### src/rtl/ex_stage.sv
// Execute stage: forwarding muxes, ALU and EX/MEM register.
// Optional iterative multiplier built when EX_MULT_EN is defined.
module ex_stage #(
  parameter int DATA_W = 32,
  parameter int REG_W  = 5
) (
  input  logic              clk,
  input  logic              rst_n,
  input  logic              mem_stall,
  input  logic              flush,
  input  logic              id_ex_valid,
  input  logic [DATA_W-1:0] rs_val,
  input  logic [DATA_W-1:0] rt_val,
  input  logic [DATA_W-1:0] imm,
  input  logic [3:0]        alu_ctrl,
  input  logic              alu_src,
  input  logic              reg_write_in,
  input  logic              mem_read_in,
  input  logic              mem_write_in,
  input  logic              mem_to_reg_in,
  input  logic [REG_W-1:0]  write_reg_in,
  input  logic [1:0]        forward_a,
  input  logic [1:0]        forward_b,
  input  logic [DATA_W-1:0] mem_wb_data,
  output logic              ex_busy,
  output logic              ex_mem_valid,
  output logic [DATA_W-1:0] ex_mem_alu_result,
  output logic [DATA_W-1:0] ex_mem_store_data,
  output logic [REG_W-1:0]  ex_mem_write_reg,
  output logic              ex_mem_reg_write,
  output logic              ex_mem_mem_read,
  output logic              ex_mem_mem_write,
  output logic              ex_mem_mem_to_reg,
  output logic              ex_mem_zero
);

  localparam logic [3:0] OP_AND = 4'b0000;
  localparam logic [3:0] OP_OR  = 4'b0001;
  localparam logic [3:0] OP_ADD = 4'b0010;
  localparam logic [3:0] OP_SUB = 4'b0110;
  localparam logic [3:0] OP_SLT = 4'b0111;
  localparam logic [3:0] OP_NOR = 4'b1100;
  localparam logic [3:0] OP_SLL = 4'b1000;
  localparam logic [3:0] OP_MUL = 4'b1010;

  logic              valid_q, valid_d;
  logic [DATA_W-1:0] res_q, res_d;
  logic [DATA_W-1:0] sd_q, sd_d;
  logic [REG_W-1:0]  wr_q, wr_d;
  logic              rw_q, rw_d;
  logic              mr_q, mr_d;
  logic              mw_q, mw_d;
  logic              m2r_q, m2r_d;
  logic              zero_q, zero_d;

  logic [DATA_W-1:0] fwd_a, fwd_b, op_b, alu_res;

  logic              mul_busy;
  logic              mul_done;
  logic [DATA_W-1:0] mul_prod;
  logic [DATA_W-1:0] mul_sd;
  logic [REG_W-1:0]  mul_wr;
  logic [3:0]        mul_ctl;

  // Operand forwarding; code 11 falls back to the register file
  always_comb begin
    fwd_a = rs_val;
    fwd_b = rt_val;
    case (forward_a)
      2'b01:   fwd_a = mem_wb_data;
      2'b10:   fwd_a = res_q;
      default: fwd_a = rs_val;
    endcase
    case (forward_b)
      2'b01:   fwd_b = mem_wb_data;
      2'b10:   fwd_b = res_q;
      default: fwd_b = rt_val;
    endcase
    op_b = alu_src ? imm : fwd_b;
  end

  // Single-cycle ALU; unknown codes (and MUL here) give 0
  always_comb begin
    alu_res = '0;
    case (alu_ctrl)
      OP_AND: alu_res = fwd_a & op_b;
      OP_OR:  alu_res = fwd_a | op_b;
      OP_ADD: alu_res = fwd_a + op_b;
      OP_SUB: alu_res = fwd_a - op_b;
      OP_SLT: alu_res = {{(DATA_W-1){1'b0}},
                         $signed(fwd_a) < $signed(op_b)};
      OP_NOR: alu_res = ~(fwd_a | op_b);
      OP_SLL: alu_res = op_b << imm[10:6];
      default: alu_res = '0;
    endcase
  end

`ifdef EX_MULT_EN
  localparam int CW = $clog2(DATA_W) + 1;

  typedef enum logic [1:0] {
    IDLE,
    RUN,
    DONE
  } state_e;

  state_e            state_q, state_d;
  logic [CW-1:0]     cnt_q, cnt_d;
  logic [DATA_W-1:0] mcand_q, mcand_d;
  logic [DATA_W-1:0] mplier_q, mplier_d;
  logic [DATA_W-1:0] prod_q, prod_d;
  logic [DATA_W-1:0] msd_q, msd_d;
  logic [REG_W-1:0]  mwr_q, mwr_d;
  logic [3:0]        mctl_q, mctl_d;
  logic              mul_req;

  assign mul_req  = id_ex_valid && (alu_ctrl == OP_MUL);
  assign mul_busy = (state_q == RUN) ||
                    ((state_q == IDLE) && mul_req);
  assign mul_done = (state_q == DONE);
  assign mul_prod = prod_q;
  assign mul_sd   = msd_q;
  assign mul_wr   = mwr_q;
  assign mul_ctl  = mctl_q;

  // Multiplier next state: capture at issue, shift-add in RUN
  always_comb begin
    state_d  = state_q;
    cnt_d    = cnt_q;
    mcand_d  = mcand_q;
    mplier_d = mplier_q;
    prod_d   = prod_q;
    msd_d    = msd_q;
    mwr_d    = mwr_q;
    mctl_d   = mctl_q;
    if (!mem_stall) begin
      if (flush) begin
        state_d = IDLE;
      end else begin
        case (state_q)
          IDLE: if (mul_req) begin
            state_d  = RUN;
            cnt_d    = '0;
            mcand_d  = fwd_a;
            mplier_d = op_b;
            prod_d   = '0;
            msd_d    = fwd_b;
            mwr_d    = write_reg_in;
            mctl_d   = {reg_write_in, mem_read_in,
                        mem_write_in, mem_to_reg_in};
          end
          RUN: begin
            if (mplier_q[0]) prod_d = prod_q + mcand_q;
            mcand_d  = mcand_q << 1;
            mplier_d = mplier_q >> 1;
            cnt_d    = cnt_q + 1'b1;
            if (cnt_q == CW'(DATA_W - 1)) state_d = DONE;
          end
          DONE: state_d = IDLE;
          default: state_d = IDLE;
        endcase
      end
    end
  end

  // Multiplier state registers
  always_ff @(posedge clk or negedge rst_n) begin
    if (!rst_n) begin
      state_q  <= IDLE;
      cnt_q    <= '0;
      mcand_q  <= '0;
      mplier_q <= '0;
      prod_q   <= '0;
      msd_q    <= '0;
      mwr_q    <= '0;
      mctl_q   <= '0;
    end else begin
      state_q  <= state_d;
      cnt_q    <= cnt_d;
      mcand_q  <= mcand_d;
      mplier_q <= mplier_d;
      prod_q   <= prod_d;
      msd_q    <= msd_d;
      mwr_q    <= mwr_d;
      mctl_q   <= mctl_d;
    end
  end
`else
  assign mul_busy = 1'b0;
  assign mul_done = 1'b0;
  assign mul_prod = '0;
  assign mul_sd   = '0;
  assign mul_wr   = '0;
  assign mul_ctl  = '0;
`endif

  assign ex_busy = mul_busy;

  // EX/MEM next value: hold on stall, bubble, product or ALU result
  always_comb begin
    valid_d = valid_q;
    res_d   = res_q;
    sd_d    = sd_q;
    wr_d    = wr_q;
    rw_d    = rw_q;
    mr_d    = mr_q;
    mw_d    = mw_q;
    m2r_d   = m2r_q;
    zero_d  = zero_q;
    if (!mem_stall) begin
      if (flush || (mul_busy && !mul_done) ||
          (!mul_done && !id_ex_valid)) begin
        valid_d = 1'b0;
        rw_d    = 1'b0;
        mr_d    = 1'b0;
        mw_d    = 1'b0;
        m2r_d   = 1'b0;
      end else if (mul_done) begin
        valid_d = 1'b1;
        res_d   = mul_prod;
        sd_d    = mul_sd;
        wr_d    = mul_wr;
        {rw_d, mr_d, mw_d, m2r_d} = mul_ctl;
        zero_d  = (mul_prod == '0);
      end else begin
        valid_d = 1'b1;
        res_d   = alu_res;
        sd_d    = fwd_b;
        wr_d    = write_reg_in;
        rw_d    = reg_write_in;
        mr_d    = mem_read_in;
        mw_d    = mem_write_in;
        m2r_d   = mem_to_reg_in;
        zero_d  = (alu_res == '0);
      end
    end
  end

  // EX/MEM pipeline register
  always_ff @(posedge clk or negedge rst_n) begin
    if (!rst_n) begin
      valid_q <= 1'b0;
      res_q   <= '0;
      sd_q    <= '0;
      wr_q    <= '0;
      rw_q    <= 1'b0;
      mr_q    <= 1'b0;
      mw_q    <= 1'b0;
      m2r_q   <= 1'b0;
      zero_q  <= 1'b0;
    end else begin
      valid_q <= valid_d;
      res_q   <= res_d;
      sd_q    <= sd_d;
      wr_q    <= wr_d;
      rw_q    <= rw_d;
      mr_q    <= mr_d;
      mw_q    <= mw_d;
      m2r_q   <= m2r_d;
      zero_q  <= zero_d;
    end
  end

  assign ex_mem_valid      = valid_q;
  assign ex_mem_alu_result = res_q;
  assign ex_mem_store_data = sd_q;
  assign ex_mem_write_reg  = wr_q;
  assign ex_mem_reg_write  = rw_q;
  assign ex_mem_mem_read   = mr_q;
  assign ex_mem_mem_write  = mw_q;
  assign ex_mem_mem_to_reg = m2r_q;
  assign ex_mem_zero       = zero_q;

endmodule

### config.mk
export PLATFORM = sky130hd
export DESIGN_NAME = ex_stage
export DESIGN_NICKNAME = d
export VERILOG_FILES = /design/src/rtl/ex_stage.sv
export SDC_FILE = /design/constraint.sdc
export NUM_CORES = 1
export LEC_CHECK = 0
export BUFFER_PORTS_ARGS = -buffer_cell sky130_fd_sc_hd__buf_2
export CORE_MARGIN = 2
export CORE_UTILIZATION = 40
export CTS_BUF_LIST = sky130_fd_sc_hd__clkbuf_8
export CTS_CLUSTER_SIZE = 16
export DETAILED_ROUTE_END_ITERATION = 12
export PLACE_DENSITY = 0.62
export SLEW_MARGIN = 15
export SYNTH_ARGS = -nofsm -noshare
export SYNTH_HDL_FRONTEND = slang
export SYNTH_SLANG_ARGS = --single-unit
### constraint.sdc
create_clock -name clk -period 4.26 [get_ports clk]
set_clock_uncertainty 0.05 [all_clocks]
set_input_delay 0.852 -clock clk [delete_from_list [all_inputs] [get_ports clk]]
set_output_delay 0.852 -clock clk [all_outputs]
set_load 0.02 [all_outputs]
==> out/results.tsv, run 1 <==
stage	metric	value	unit
status	status	complete, but fails checks	
status	failing checks	negative setup slack	
critical_path	Worst setup EP type	flip-flop	
critical_path	critical path class	in2reg	
drt	router iterations before antenna repair	6	
pwr	clock share of power	10.1	%
worst_hold_path	hold depth	2	
drt	ANT nets after route	0	
pwr	Power Dens Cells	291	nW/um^2
pwr	total chip power	5730	uW
cells_and_area	commonest non-fill, non-tap cell in the layout	buf_4	
clock_tree	hold buffers post-CTS	0	
drt	met3 wire len	7320	um
critical_path	crit path cell chain	buf_6 > inv_2 > ha_4 > buf_4 > buf_4 > a22oi_1 > o21ai_1 > buf_4 > ha_2 > buf_4 > inv_1 > a211oi_4 > nand2_2 > a31oi_4 > o22ai_4 > buf_6 > a221o_1 > a211oi_2 > o2111ai_2 > nor3_2 > nand4_1 > nor4_2 > a32o_2	
critical_path	most used cell along the critical path	buf_4	
die	Die Footprint	32000	um^2
worst_hold_path	HP Start	ex_mem_write_reg[3]	
grt	gr ovfl total	0	
pwr	static leakage	0.00935	uW
drt	wire length on met2	28400	um
job	Max-cap violations	0	
pwr	Reg power frac	16.6	%
drt	M1 wire length	28200	um
cells_and_area	share of cells above drive strength 1	45.4	%
pwr	P_int	3050	uW
pwr	peak supply drop	0.143	mV
cells_and_area	most frequent cells in the layout	584 x buf_4, 245 x nand2_1, 220 x buf_2	
cells_and_area	fill count	2768	
pwr	sw frac	46.9	%
grt	pin count of the biggest net entering global routing	72	
critical_path	Worst Setup Start Kind	input port	
clock_tree	clk_lat worst skew	0.39	ns
placement	gpl congestion	1.03	
cells_and_area	# diodes	0	
critical_path	reg2reg path depth	16	
clock_tree	clock slew at reported path FFs	0.11	ns
clock_tree	TritonCTS clock tree	yes	
sta	minimum clock period	4.81	ns
grt	vias in the first global route	15929	
cells_and_area	# nets final	2712	
yosys	ys flop type	dfrtp_1	
sta	Hold Vio Cnt, Final	0	
drt	1st-iter DRT viols	2296	
critical_path	FF-to-FF Start	ex_mem_alu_result[1]	
yosys	Post-synth EDFFs	0	
drt	vias	17485	
drt	Post-Route WL	66300	um
sta	Fmax	208	MHz
die	Die X	179	um
grt	initial antenna violation count	0	
critical_path	Req. time, crit path	4.55	ns
yosys	post-synthesis sequential area ratio	15.3	%
clock_tree	CTS Buffer Depth	2	
die	core area	30300	um^2
placement	placed cells	2803	
worst_hold_path	hold endpoint	ex_mem_write_reg[3]	
placement	Final HPWL DP	52400	um
die	IO Pins	227	
cells_and_area	final non-filler cell area	19700	um^2
drt	max layer used	met4	
drt	number of remaining DRC errors	0	
sta	final setup violating endpoints	13	
critical_path	crit path launch	forward_a[0]	
sta	Final Max Tran Viols	0	
placement	DP Area	17900	um^2
cells_and_area	fin cells	2859	
pwr	Net Switching	2690	uW
die	Initial Utilization	40.3	%
critical_path	Max stage delay on crit path	0.34	ns
die	row cnt	64	
drt	Vias/cell	6.12	
critical_path	r2r endpoint	ex_mem_zero	
critical_path	arrival time at the worst endpoint	5.09	ns
yosys	Mean Syn Cell Area	7.03	um^2
clock_tree	root buf cell	clkbuf_8	
worst_hold_path	worst hold-check path type	reg2reg	
critical_path	CP Buf/Inv Count	8	
die	Die Ht	179	um
critical_path	crit path max fanout	13	
sta	part of the cycle the worst path needs	113	%
grt	first-pass GRT wire length	96500	um
pwr	combinational share of power	73.4	%
clock_tree	clock sink total	75	
sta	Least-Margin Pin Slew	0.771	ns
critical_path	reg2reg setup slack	-0.06	ns
critical_path	CP max-delay cell	a221o_1	
yosys	FF+latch count, synth	75	
placement	Port Buffers	225	
yosys	syn nets	1992	
drt	DR WL/cell	23.2	um
clock_tree	H-tree levels	3	
cells_and_area	fin util	64.8	%
sta	RSZ-0062 raised after global routing	true	
sta	Max-slew headroom	48.6	%
yosys	Post-Syn Area	12200	um^2
sta	worst setup margin	-0.549	ns
grt	GRT Resource Usage Total	39.9	%
yosys	FFs w/ async S/R, synth	100	%
clock_tree	cts bufs inserted	9	
yosys	post-synthesis cell type count	86	
yosys	Syn. warnings	0	
cells_and_area	Syn-to-layout area delta	60.8	%
critical_path	delay-heaviest family, CP	compound AO/OA/AOI/OAI gates	
yosys	synthesized instance count	1739	
[logic make-up after synthesis]
family                     after synthesis  share of synthesized area (%)
AOI/OAI and AO/OA                      662                           37.0
xor gates and xnor gates                24                           1.72
adders and majority gates              102                           10.6
buffers and inverters                  248                           8.20
DFF                                     75                           15.3
muxes                                   62                           6.13
other                                    1                         0.0307
and+or+nand+nor                        565                           21.0
[synth_stat cells, types with 10 or more instances]
| library cell | number | share of area (%) |
|---|---|---|
| ha_1 | 100 | 10 |
| buf_1 | 13 | 0.40 |
| and3_1 | 11 | 0.56 |
| a31oi_1 | 11 | 0.56 |
| mux2_2 | 13 | 1.2 |
| buf_2 | 22 | 0.90 |
| clkbuf_1 | 91 | 2.8 |
| a22o_1 | 21 | 1.5 |
| a21o_1 | 12 | 0.74 |
| mux2i_1 | 40 | 3.3 |
| o21ai_0 | 175 | 7.2 |
| or2_2 | 10 | 0.51 |
| nand2_1 | 261 | 8.0 |
| nand3_1 | 24 | 0.98 |
| xnor2_1 | 22 | 1.6 |
| nand4_1 | 10 | 0.51 |
| a221o_1 | 23 | 1.9 |
| o22ai_1 | 50 | 2.6 |
| nor2_1 | 123 | 3.8 |
| nand2b_1 | 30 | 1.5 |
| inv_1 | 110 | 3.4 |
| a21oi_1 | 94 | 3.8 |
| dfrtp_1 | 75 | 15 |
| a221oi_1 | 12 | 0.86 |
| o211ai_1 | 22 | 1.4 |
| a22oi_1 | 68 | 4.2 |
| nor3_1 | 35 | 1.4 |
| o221ai_1 | 17 | 1.2 |
| a211oi_1 | 26 | 1.6 |
| nor2b_1 | 16 | 0.82 |
| o21a_1 | 29 | 1.8 |
| o22a_1 | 11 | 0.79 |
[worst max-delay path by stage]
| stage | end | slack [ns] | cells past startpoint |
|---|---|---|---|
| floorplan | ex_mem_zero | -0.40 | 20 |
| global placement | ex_mem_zero | -1.47 | 21 |
| detailed placement | ex_mem_zero | -1.48 | 21 |
| CTS | ex_mem_zero | -0.47 | 19 |
| global route | ex_mem_zero | -0.65 | 20 |
| finish | ex_mem_zero | -0.55 | 23 |
[tightest hold or removal path: stages, from the launching register on]
cell	delay, ns
dfrtp_1	0.34
nand2_1	0.05
nand2_1	0.05
[metal layers]
metal	track usage [%]	vias to the layer above
met4	13.4	0
li1	-	7858
met2	59.9	1097
met1	57.7	8375
met5	0	-
met3	6.17	155
[cell type report]
cell class,instances,area [um^2],share of cell area [%]
Clock buffer,9,124,0.630
Tap cell,396,495,2.52
Timing Repair Buffer,843,6080,30.9
Sequential cell,75,1880,9.54
Clock inverter,6,65.1,0.331
Inverter,114,435,2.21
Multi-Input combinational cell,1416,10600,53.9
[what timing repair did]
item / in CTS / in global routing
pin swaps: 57 / 78
gates cloned: 2 / 0
setup endpoints to repair: 23 / 21
resized for setup: 177 / 127
buffers inserted: 27 / 16
[per-stage QoR]
step,hold slack (ns),setup TNS [ns],worst slack [ns]
global placement,0.404,-16.55,-1.47
floorplan,0.506,-0.667,-0.398
global route,0.455,-3.91,-0.648
CTS,0.429,-1.83,-0.468
detailed placement,0.407,-17.78,-1.48
finish,0.424,-2.32,-0.549
[power by group through the flow]
stage / registers, uW / logic [uW] / clock network, uW
after floorplan: 1100 / 1610 / 0
after global placement: 951 / 3610 / 0
after detailed placement: 954 / 3620 / 0
after CTS: 941 / 3870 / 582
after global routing: 960 / 4450 / 605
final: 950 / 4210 / 576
No activity file was read; power rests on OpenSTA's default activity.
==> inputs of run 2 (changes only) <==
PLACE_DENSITY = 0.6   (was 0.62)
clock period = 4.5 ns   (was 4.26 ns; I/O delays follow)
==> run 2 against run 1 <==
The flow still finishes with violations (negative setup slack). Non-clock buffer count down 70. Critical path depth fell by 1. Via count shrank 2.1%. Largest power group unchanged.
==> out/results.tsv, run 2 (synthesis gave the netlist of run 1 again) <==
stage	metric	value	unit
status	failing checks	negative setup slack	
grt	initial antenna violation count	0	
drt	Post-Route WL	64600	um
sta	RSZ-0062 raised after global routing	true	
clock_tree	clock slew at reported path FFs	0.10	ns
sta	final setup violating endpoints	6	
die	Initial Utilization	40.3	%
die	Die X	179	um
worst_hold_path	HP Start	ex_mem_write_reg[2]	
sta	Final Max Tran Viols	0	
cells_and_area	share of cells above drive strength 1	42.2	%
cells_and_area	commonest non-fill, non-tap cell in the layout	buf_4	
pwr	peak supply drop	0.132	mV
worst_hold_path	hold depth	2	
sta	Hold Vio Cnt, Final	0	
drt	DR WL/cell	23.2	um
die	row cnt	64	
clock_tree	CTS Buffer Depth	2	
drt	router iterations before antenna repair	7	
clock_tree	root buf cell	clkbuf_8	
worst_hold_path	worst hold-check path type	reg2reg	
placement	gpl congestion	1.03	
drt	Vias/cell	6.14	
critical_path	FF-to-FF Start	ex_mem_alu_result[0]	
grt	first-pass GRT wire length	93200	um
grt	vias in the first global route	15601	
status	status	complete, but fails checks	
die	Die Footprint	32000	um^2
critical_path	reg2reg path depth	17	
grt	pin count of the biggest net entering global routing	76	
cells_and_area	fin cells	2789	
critical_path	reg2reg setup slack	0.03	ns
sta	worst setup margin	-0.365	ns
clock_tree	clock sink total	75	
grt	gr ovfl total	0	
pwr	Power Dens Cells	275	nW/um^2
cells_and_area	most frequent cells in the layout	521 x buf_4, 251 x nand2_1, 220 x buf_2	
drt	number of remaining DRC errors	0	
placement	Port Buffers	225	
job	Max-cap violations	0	
sta	minimum clock period	4.87	ns
die	core area	30300	um^2
clock_tree	hold buffers post-CTS	0	
critical_path	crit path max fanout	5	
clock_tree	TritonCTS clock tree	yes	
critical_path	Req. time, crit path	4.80	ns
clock_tree	clk_lat worst skew	0.40	ns
die	IO Pins	227	
cells_and_area	Syn-to-layout area delta	55.5	%
critical_path	critical path class	in2reg	
placement	placed cells	2724	
die	Die Ht	179	um
cells_and_area	# diodes	0	
pwr	static leakage	0.00899	uW
grt	GRT Resource Usage Total	38.7	%
critical_path	Worst setup EP type	flip-flop	
drt	ANT nets after route	0	
cells_and_area	# nets final	2642	
sta	Least-Margin Pin Slew	1.04	ns
placement	Final HPWL DP	51000	um
clock_tree	H-tree levels	3	
worst_hold_path	hold endpoint	ex_mem_write_reg[2]	
drt	1st-iter DRT viols	2266	
critical_path	arrival time at the worst endpoint	5.16	ns
sta	part of the cycle the worst path needs	108	%
drt	vias	17126	
critical_path	Worst Setup Start Kind	input port	
sta	Max-slew headroom	30.5	%
critical_path	r2r endpoint	ex_mem_zero	
sta	Fmax	206	MHz
clock_tree	cts bufs inserted	9	
cells_and_area	fin util	62.7	%
## run 2: cell count changes in the layout (fill, tap and decap cells not counted), sizes merged
cell / previous run / this run
buf: 842 / 771
bufinv: 1 / 0
clkbuf: 9 / 13
clkinv: 4 / 2
## run 2: layout make-up
class / instances / area, um^2
fill: 2830 / 11300
tap: 396 / 495
inverter: 114 / 448
sequential: 75 / 1880
timing repair buffer: 773 / 5590
multi-input combinational: 1416 / 10400
clock buffer: 12 / 165
clock inverter: 3 / 21.3
## run 2: metal layers
metal,global-route usage (%),routed length (um),part of all wire [%]
met4,11.9,2290,3.5
met1,56.0,27800,43
met3,6.93,7420,11
met2,57.9,27100,42
met5,0,0,0
## run 2: worst max path at each step
| stage | startpoint | to | slack (ns) |
|---|---|---|---|
| after floorplan | forward_b[1] | ex_mem_zero | -0.21 |
| after global routing | forward_b[0] | ex_mem_zero | -0.48 |
| final | forward_b[0] | ex_mem_zero | -0.37 |
| after global placement | forward_b[1] | ex_mem_zero | -1.01 |
| after CTS | forward_b[0] | ex_mem_zero | -0.33 |
| after detailed placement | forward_b[1] | ex_mem_zero | -1.03 |
## run 2: worst max-delay path, cell delays in order
cell and delay (ns):
buf_8 0.09, inv_6 0.03, ha_4 0.18, buf_12 0.13, clkbuf_16 0.14, a221o_1 0.40
nand2_2 0.10, o21a_4 0.19, ha_4 0.24, buf_4 0.14, o211a_1 0.12, o21a_1 0.13
o21ai_0 0.22, o211ai_1 0.18, xnor2_1 0.28, o221ai_1 0.16, a221oi_2 0.30, nor4bb_1 0.37
and4_1 0.27, nand4_1 0.18, nor4_2 0.20, a32o_2 0.20
## run 2: through the flow
stage | setup WS, ns | hold WS [ns] | TNS [ns] | power [uW] | cell area [um^2]
final | -0.365 | 0.424 | -1.29 | 5230 | 19000
after global routing | -0.481 | 0.467 | -2.10 | 5510 | 19000
after CTS | -0.331 | 0.428 | -0.879 | 4910 | 18200
after detailed placement | -1.03 | 0.411 | -10.34 | 4200 | 17400
after global placement | -1.01 | 0.404 | -8.69 | 4180 | 17400
after floorplan | -0.206 | 0.533 | -0.206 | 2570 | 12600
## run 2: what timing repair did
item                       CTS  global route
setup buffers               23            27
resized for setup           90           145
cloned                       3             1
setup endpoints to repair   12            12
pin swaps                   46            53
## run 2: power breakdown
group | total [uW] | internal (uW) | switching (uW)
registers | 902 | 794 | 107
logic | 3790 | 1730 | 2070
clock network | 542 | 244 | 298
total | 5230 | 2760 | 2470
